==> config.mk <==
export PLATFORM = sky130hd
export DESIGN_NAME = uart_tx_mmio
export DESIGN_NICKNAME = d
export VERILOG_FILES = /design/src/rtl/uart_tx_mmio.sv
export SDC_FILE = /design/constraint.sdc
export NUM_CORES = 1
export LEC_CHECK = 0
export ABC_AREA = 1
export ABC_CLOCK_PERIOD_IN_PS = 4000
export BUFFER_PORTS_ARGS = -buffer_cell sky130_fd_sc_hd__buf_4
export CAP_MARGIN = 20
export CELL_PAD_IN_SITES_DETAIL_PLACEMENT = 0
export CELL_PAD_IN_SITES_GLOBAL_PLACEMENT = 1
export CORE_UTILIZATION = 34
export CTS_CLUSTER_SIZE = 25
export DETAILED_ROUTE_END_ITERATION = 10
export PLACE_DENSITY_LB_ADDON = 0.1
export SLEW_MARGIN = 30
export SYNTH_ARGS = -nofsm -noshare
export SYNTH_HDL_FRONTEND = slang
export SYNTH_SLANG_ARGS = --single-unit
==> constraint.sdc <==
create_clock -name clk -period 4 [get_ports clk]
set_input_delay 1.2 -clock clk [delete_from_list [all_inputs] [get_ports clk]]
set_output_delay 1.2 -clock clk [all_outputs]
set_load 0.05 [all_outputs]
==> src/rtl/uart_tx_mmio.sv <==
// Memory-mapped 8N1 UART transmitter with a status register on the core data port.
// Define UART_TX_FIFO_EN for a FIFO_DEPTH-entry TX buffer; otherwise a single holding register buffers one byte.
module uart_tx_mmio #(
  parameter int unsigned         WORD_LEN    = 32,
  parameter int unsigned         CLK_FREQ    = 27000000,
  parameter int unsigned         BAUD_RATE   = 115200,
  parameter int unsigned         FIFO_DEPTH  = 16,
  parameter logic [WORD_LEN-1:0] TX_ADDR     = WORD_LEN'(32'h0000_1000),
  parameter logic [WORD_LEN-1:0] STATUS_ADDR = WORD_LEN'(32'h0000_1004)
) (
  input  logic                clk,
  input  logic                rst,
  input  logic [WORD_LEN-1:0] d_addr,
  input  logic                wen,
  input  logic [WORD_LEN-1:0] wdata,
  output logic [WORD_LEN-1:0] rdata,
  output logic                tx,
  output logic                busy
);

  localparam int unsigned CLKS_PER_BIT = CLK_FREQ / BAUD_RATE;
  localparam int unsigned CNT_W        = $clog2(CLKS_PER_BIT);

  if (CLKS_PER_BIT < 2) begin : g_bad_baud
    $error("uart_tx_mmio: CLK_FREQ / BAUD_RATE must be at least 2");
  end
  if (FIFO_DEPTH < 2 || (FIFO_DEPTH & (FIFO_DEPTH - 1)) != 0) begin : g_bad_depth
    $error("uart_tx_mmio: FIFO_DEPTH must be a power of two, at least 2");
  end

  typedef enum logic [1:0] {IDLE, START, DATA, STOP} state_e;

  state_e             state_q, state_d;
  logic [CNT_W-1:0]   baud_q, baud_d;
  logic [2:0]         bit_q, bit_d;
  logic [7:0]         shift_q, shift_d;
  logic               tx_d;
  logic               ovf;

  logic               full, empty;
  logic [7:0]         head;
  logic               push_req_c, push_c, pop_c, clr_ovf_c, bit_end_c;

  logic               unused_wdata;
  assign unused_wdata = ^wdata[WORD_LEN-1:8];

  // Bus decode: fullness is the pre-edge value, so a same-cycle pop never makes room.
  assign push_req_c = wen && (d_addr == TX_ADDR);
  assign push_c     = push_req_c && !full;
  assign clr_ovf_c  = wen && (d_addr == STATUS_ADDR) && wdata[2];
  assign bit_end_c  = (baud_q == CNT_W'(CLKS_PER_BIT - 1));

`ifdef UART_TX_FIFO_EN
  localparam int unsigned AW    = $clog2(FIFO_DEPTH);
  localparam int unsigned PTR_W = AW + 1;

  logic [PTR_W-1:0] wr_ptr, rd_ptr;
  logic [7:0]       mem [FIFO_DEPTH];

  assign empty = (wr_ptr == rd_ptr);
  assign full  = (wr_ptr[AW] != rd_ptr[AW]) && (wr_ptr[AW-1:0] == rd_ptr[AW-1:0]);
  assign head  = mem[rd_ptr[AW-1:0]];

  always_ff @(posedge clk or posedge rst) begin
    if (rst) begin
      wr_ptr <= '0;
      rd_ptr <= '0;
    end else begin
      if (push_c) wr_ptr <= wr_ptr + PTR_W'(1);
      if (pop_c)  rd_ptr <= rd_ptr + PTR_W'(1);
    end
  end

  always_ff @(posedge clk) begin
    if (push_c) mem[wr_ptr[AW-1:0]] <= wdata[7:0];
  end
`else
  logic       hold_vld;
  logic [7:0] hold_q;

  assign empty = !hold_vld;
  assign full  = hold_vld;
  assign head  = hold_q;

  // Depth-1 buffer: push only when empty, so push and pop never coincide.
  always_ff @(posedge clk or posedge rst) begin
    if (rst) begin
      hold_vld <= 1'b0;
      hold_q   <= '0;
    end else if (push_c) begin
      hold_vld <= 1'b1;
      hold_q   <= wdata[7:0];
    end else if (pop_c) begin
      hold_vld <= 1'b0;
    end
  end
`endif

  always_ff @(posedge clk or posedge rst) begin
    if (rst) begin
      ovf <= 1'b0;
    end else if (push_req_c && full) begin
      ovf <= 1'b1;
    end else if (clr_ovf_c) begin
      ovf <= 1'b0;
    end
  end

  always_ff @(posedge clk or posedge rst) begin
    if (rst) begin
      state_q <= IDLE;
      baud_q  <= '0;
      bit_q   <= '0;
      shift_q <= '0;
      tx      <= 1'b1;
    end else begin
      state_q <= state_d;
      baud_q  <= baud_d;
      bit_q   <= bit_d;
      shift_q <= shift_d;
      tx      <= tx_d;
    end
  end

  // Frame sequencer; tx is registered from the next-state values so it changes with the state.
  always_comb begin
    state_d = state_q;
    baud_d  = baud_q;
    bit_d   = bit_q;
    shift_d = shift_q;
    pop_c   = 1'b0;
    tx_d    = 1'b1;

    unique case (state_q)
      IDLE: begin
        if (!empty) begin
          pop_c   = 1'b1;
          shift_d = head;
          bit_d   = '0;
          baud_d  = '0;
          state_d = START;
        end
      end
      START: begin
        if (bit_end_c) begin
          baud_d  = '0;
          state_d = DATA;
        end else begin
          baud_d = baud_q + CNT_W'(1);
        end
      end
      DATA: begin
        if (bit_end_c) begin
          baud_d  = '0;
          shift_d = {1'b0, shift_q[7:1]};
          bit_d   = bit_q + 3'd1;
          if (bit_q == 3'd7) state_d = STOP;
        end else begin
          baud_d = baud_q + CNT_W'(1);
        end
      end
      STOP: begin
        if (bit_end_c) begin
          baud_d  = '0;
          state_d = IDLE;
        end else begin
          baud_d = baud_q + CNT_W'(1);
        end
      end
      default: state_d = IDLE;
    endcase

    case (state_d)
      START:   tx_d = 1'b0;
      DATA:    tx_d = shift_d[0];
      default: tx_d = 1'b1;
    endcase
  end

  assign busy  = (state_q != IDLE) || !empty;
  assign rdata = (d_addr == STATUS_ADDR) ? WORD_LEN'({ovf, busy, full}) : '0;

endmodule

==> summary.md <==
| Metric | Value |
|---|---|
| Period utilisation layout | 83.7% |
| CP Max Fanout | 3 |
| CTS tree | yes |
| Hold-fix buffers, CTS | 0 |
| Min-Delay Path Depth | 2 |
| Mean Syn Cell Area | 7.82 um^2 |
| Yosys warnings | 0 |
| CP max stage delay | 0.21 ns |
| Endpoints failing setup | 0 |
| PnR Total Power | 0.677 mW |
| Clk network pwr share | 36.7% |
| Cell variety after synth | 27 |
| CTS root buf | clkbuf_8 |
| Final setup margin | 0.650 ns |
| Req. time, crit path | 2.80 ns |
| VDD IR max | 0.000134 V |
| Pint | 0.474 mW |
| Final Hold Violating Endpoints | 0 |
| Syn Inst Count | 252 |
| Global route overflow | 0 |
| Core box area | 5540 um^2 |
| Sequential area share after synthesis | 40.7% |
| CP Capture Type | output pin |
| Worst R2R Path Depth | 9 |
| Std cell rows | 27 |
| CTS clk-pin slew, worst paths | 0.07 ns |
| Largest net degree at the start of global routing | 33 |
| Setup Skew | 0.00685 ns |
| GP Congestion | 0.679 |
| Layout cells sized above 1 | 26.1% |
| Starting Density | 35.6% |
| Outcome | finished clean |
| Post-DR wirelength/cell | 10.2 um |
| CTS sink count | 32 |
| Vias post-DR | 1649 |
| Layout Utilization | 43.2% |
| 1st-iter DRT viols | 70 |
| Post-CTS Setup Repair Bufs | 0 |
| DP HPWL | 2990 um |
| Combinational Power Share | 15.6% |
| Largest family of logic cells by synthesized area | simple AND/OR/NAND/NOR gates |
| Area delta synth->final | 21.6% |
| Placed cell areas | 2310 um^2 |
| Most frequent cells in the layout | nand2_1 (68), buf_4 (50), dfrtp_1 (31) |
| Worst Hold Class | flop to flop |
| Hold EP | head[5]$_DFFE_PP0P_ |
| Vias in the first global route | 1552 |
| Synth Area in Simple Gates | 33.4% |
| XOR/XNOR Fraction of Synth Area | 1.78% |
| Post-Syn Area | 1970 um^2 |
| Worst path top cell family by delay | simple AND/OR/NAND/NOR gates |
| Maxcap violations | 0 |
| Crit path cell chain | buf_4, nor2_1, nand2_1, nor2_1, nand2_1, nor2_2, nand2_1, nor2_1, buf_4 |
| GRT Util Overall | 14.3% |
| Ports | 101 |
| Total wire length | 3860 um |
| Placed insts | 370 |
| Design Area, Final | 2400 um^2 |
| DRC Markers | 0 |
| Layout Cells excl Fill | 378 |
| Crit path DAT | 2.15 ns |
| Crit Path Class | input port to output pin |
| # port buffers | 47 |
| Buf+Inv Stages, Crit Path | 2 |
| Worst hold slack | 0.476 ns |
| Fin nets | 376 |
| Setup Slack @ Placement | 0.614 ns |
| Static Leakage | 1.28 nW |
| Die area | 6100 um^2 |
| Slew Limit Fails | 0 |
| Post-cts resize count | 0 |
| Slowest CP cell | buf_4 |
| Post-synthesis adder-cell area fraction | 2.54% |
| TNS Setup | 0 ns |
| R2r setup slk | 2.46 ns |
| First-pass GRT wire length | 6840 um |
| FF+latch count, synth | 32 |
| H-tree Lvls | 2 |
| Minimum clock period | 3.35 ns |
| Switching power total | 0.203 mW |
| Worst hold start | head[5]$_DFFE_PP0P_ |
| Reg2reg end | shift_q[3]$_DFFE_PP0P_ |
| Leading cell type in the layout, fill and taps excluded | nand2_1 |
| Count of TritonRoute iterations in the first routing pass | 4 |
| Die width | 78.1 um |
| R2r startpoint | baud_q[1]$_DFFE_PP0P_ |
| Inserted Diodes | 0 |
| Antenna Nets Post-Route | 0 |
| Die height | 78.1 um |
| Worst-Skew Late Latency | 0.29 ns |
| Mux cell area share after synthesis | 0% |
| Crit start category | input port |
| Sequential share of power | 47.7% |
| Compound-gate portion of the synthesized area | 4.76% |
| Sw frac | 30.0% |
| Inserted Clock Buffers | 5 |
| Drt via density | 4.36 |
| Max clock buf depth | 2 |
| Initial antenna violation count | 0 |
| RSZ-0062 raised after global routing | no |
| Peak Freq | 299 MHz |
| Power Density | 283 nW/um^2 |
per-layer routing:
layer,vias to the layer above,routed length [um],track usage (%),share of wire (%)
met5,-,0,0,0
met4,0,76,6.11,2.0
met3,5,275,4.30,7.1
met2,65,1730,22.5,45
met1,723,1780,18.2,46
li1,856,-,-,-
synth_stat cells:
cell	n	area (um^2)
nand3_1	14	70.1
xor2_1	3	26.3
nor2_4	1	11.3
ha_1	4	50.1
o22ai_1	3	18.8
nand2_2	5	31.3
dfrtp_1	31	776
nor2_2	4	25.0
nand2_1	68	255
clkinv_2	1	5.00
o21ai_1	5	25.0
inv_1	18	67.6
nand2_4	1	11.3
a21oi_1	2	10.0
nand4_1	14	87.6
xnor2_1	1	8.76
inv_2	6	22.5
conb_1	1	3.75
clkbuf_1	2	7.51
nand3b_1	1	7.51
nand3_4	1	17.5
dfstp_2	1	26.3
o21ai_0	2	10.0
buf_4	30	225
o211ai_1	4	30.0
nor2_1	27	101
nor2_8	2	40.0
worst register-to-register path, delay by kind of cell, from the launching register on:
family,cells,cell delay (ns)
simple gates,5,0.67
fa+ha+maj,1,0.14
flops,1,0.40
compound gates,1,0.07
buf+inv,2,0.16
state kept, by name, indices dropped and copies added, names as in the netlist:
name     count
head         8
baud_q       8
full         1
shift_q      8
bit_q        3
ovf          1
state_q      2
tx           1
worst max path at each step:
| stage | start | slack (ns) | to | cells past startpoint |
|---|---|---|---|---|
| global placement | d_addr[24] | 0.59 | rdata[0] | 9 |
| detailed placement | d_addr[28] | 0.61 | rdata[0] | 9 |
| floorplan | d_addr[22] | 0.28 | rdata[0] | 8 |
| global route | d_addr[28] | 0.45 | rdata[1] | 9 |
| CTS | d_addr[28] | 0.61 | rdata[0] | 9 |
| finish | d_addr[28] | 0.65 | rdata[0] | 9 |
logic make-up (layout without fill, tap and decap cells):
logic type / Yosys count / after routing
AND/OR/NAND/NOR: 138 / 138
buffers and inverters: 57 / 83
other: 1 / 29
AO/OA/AOI/OAI: 16 / 16
flip-flops: 32 / 32
XOR/XNOR: 4 / 4
adder cells (fa/ha/maj): 4 / 4
power by group through the flow:
| stage | sequential, mW | clock [mW] | combinational [mW] |
|---|---|---|---|
| 2_1_floorplan | 0.330 | 0 | 0.0927 |
| 3_3_place_gp | 0.330 | 0 | 0.106 |
| 3_5_place_dp | 0.330 | 0 | 0.106 |
| 4_1_cts | 0.323 | 0.259 | 0.106 |
| 5_1_grt | 0.323 | 0.269 | 0.113 |
| 6_report | 0.323 | 0.249 | 0.105 |
final cells by class:
| class | instances | area (um^2) |
|---|---|---|
| clock buffer | 5 | 68.8 |
| clock inverter | 3 | 18.8 |
| fill | 607 | 3140 |
| inverter | 25 | 95.1 |
| multi-input combinational | 191 | 946 |
| sequential | 32 | 802 |
| tap | 72 | 90.1 |
| timing repair buffer | 50 | 375 |
Note: power is estimated with default switching activity, not from simulation.
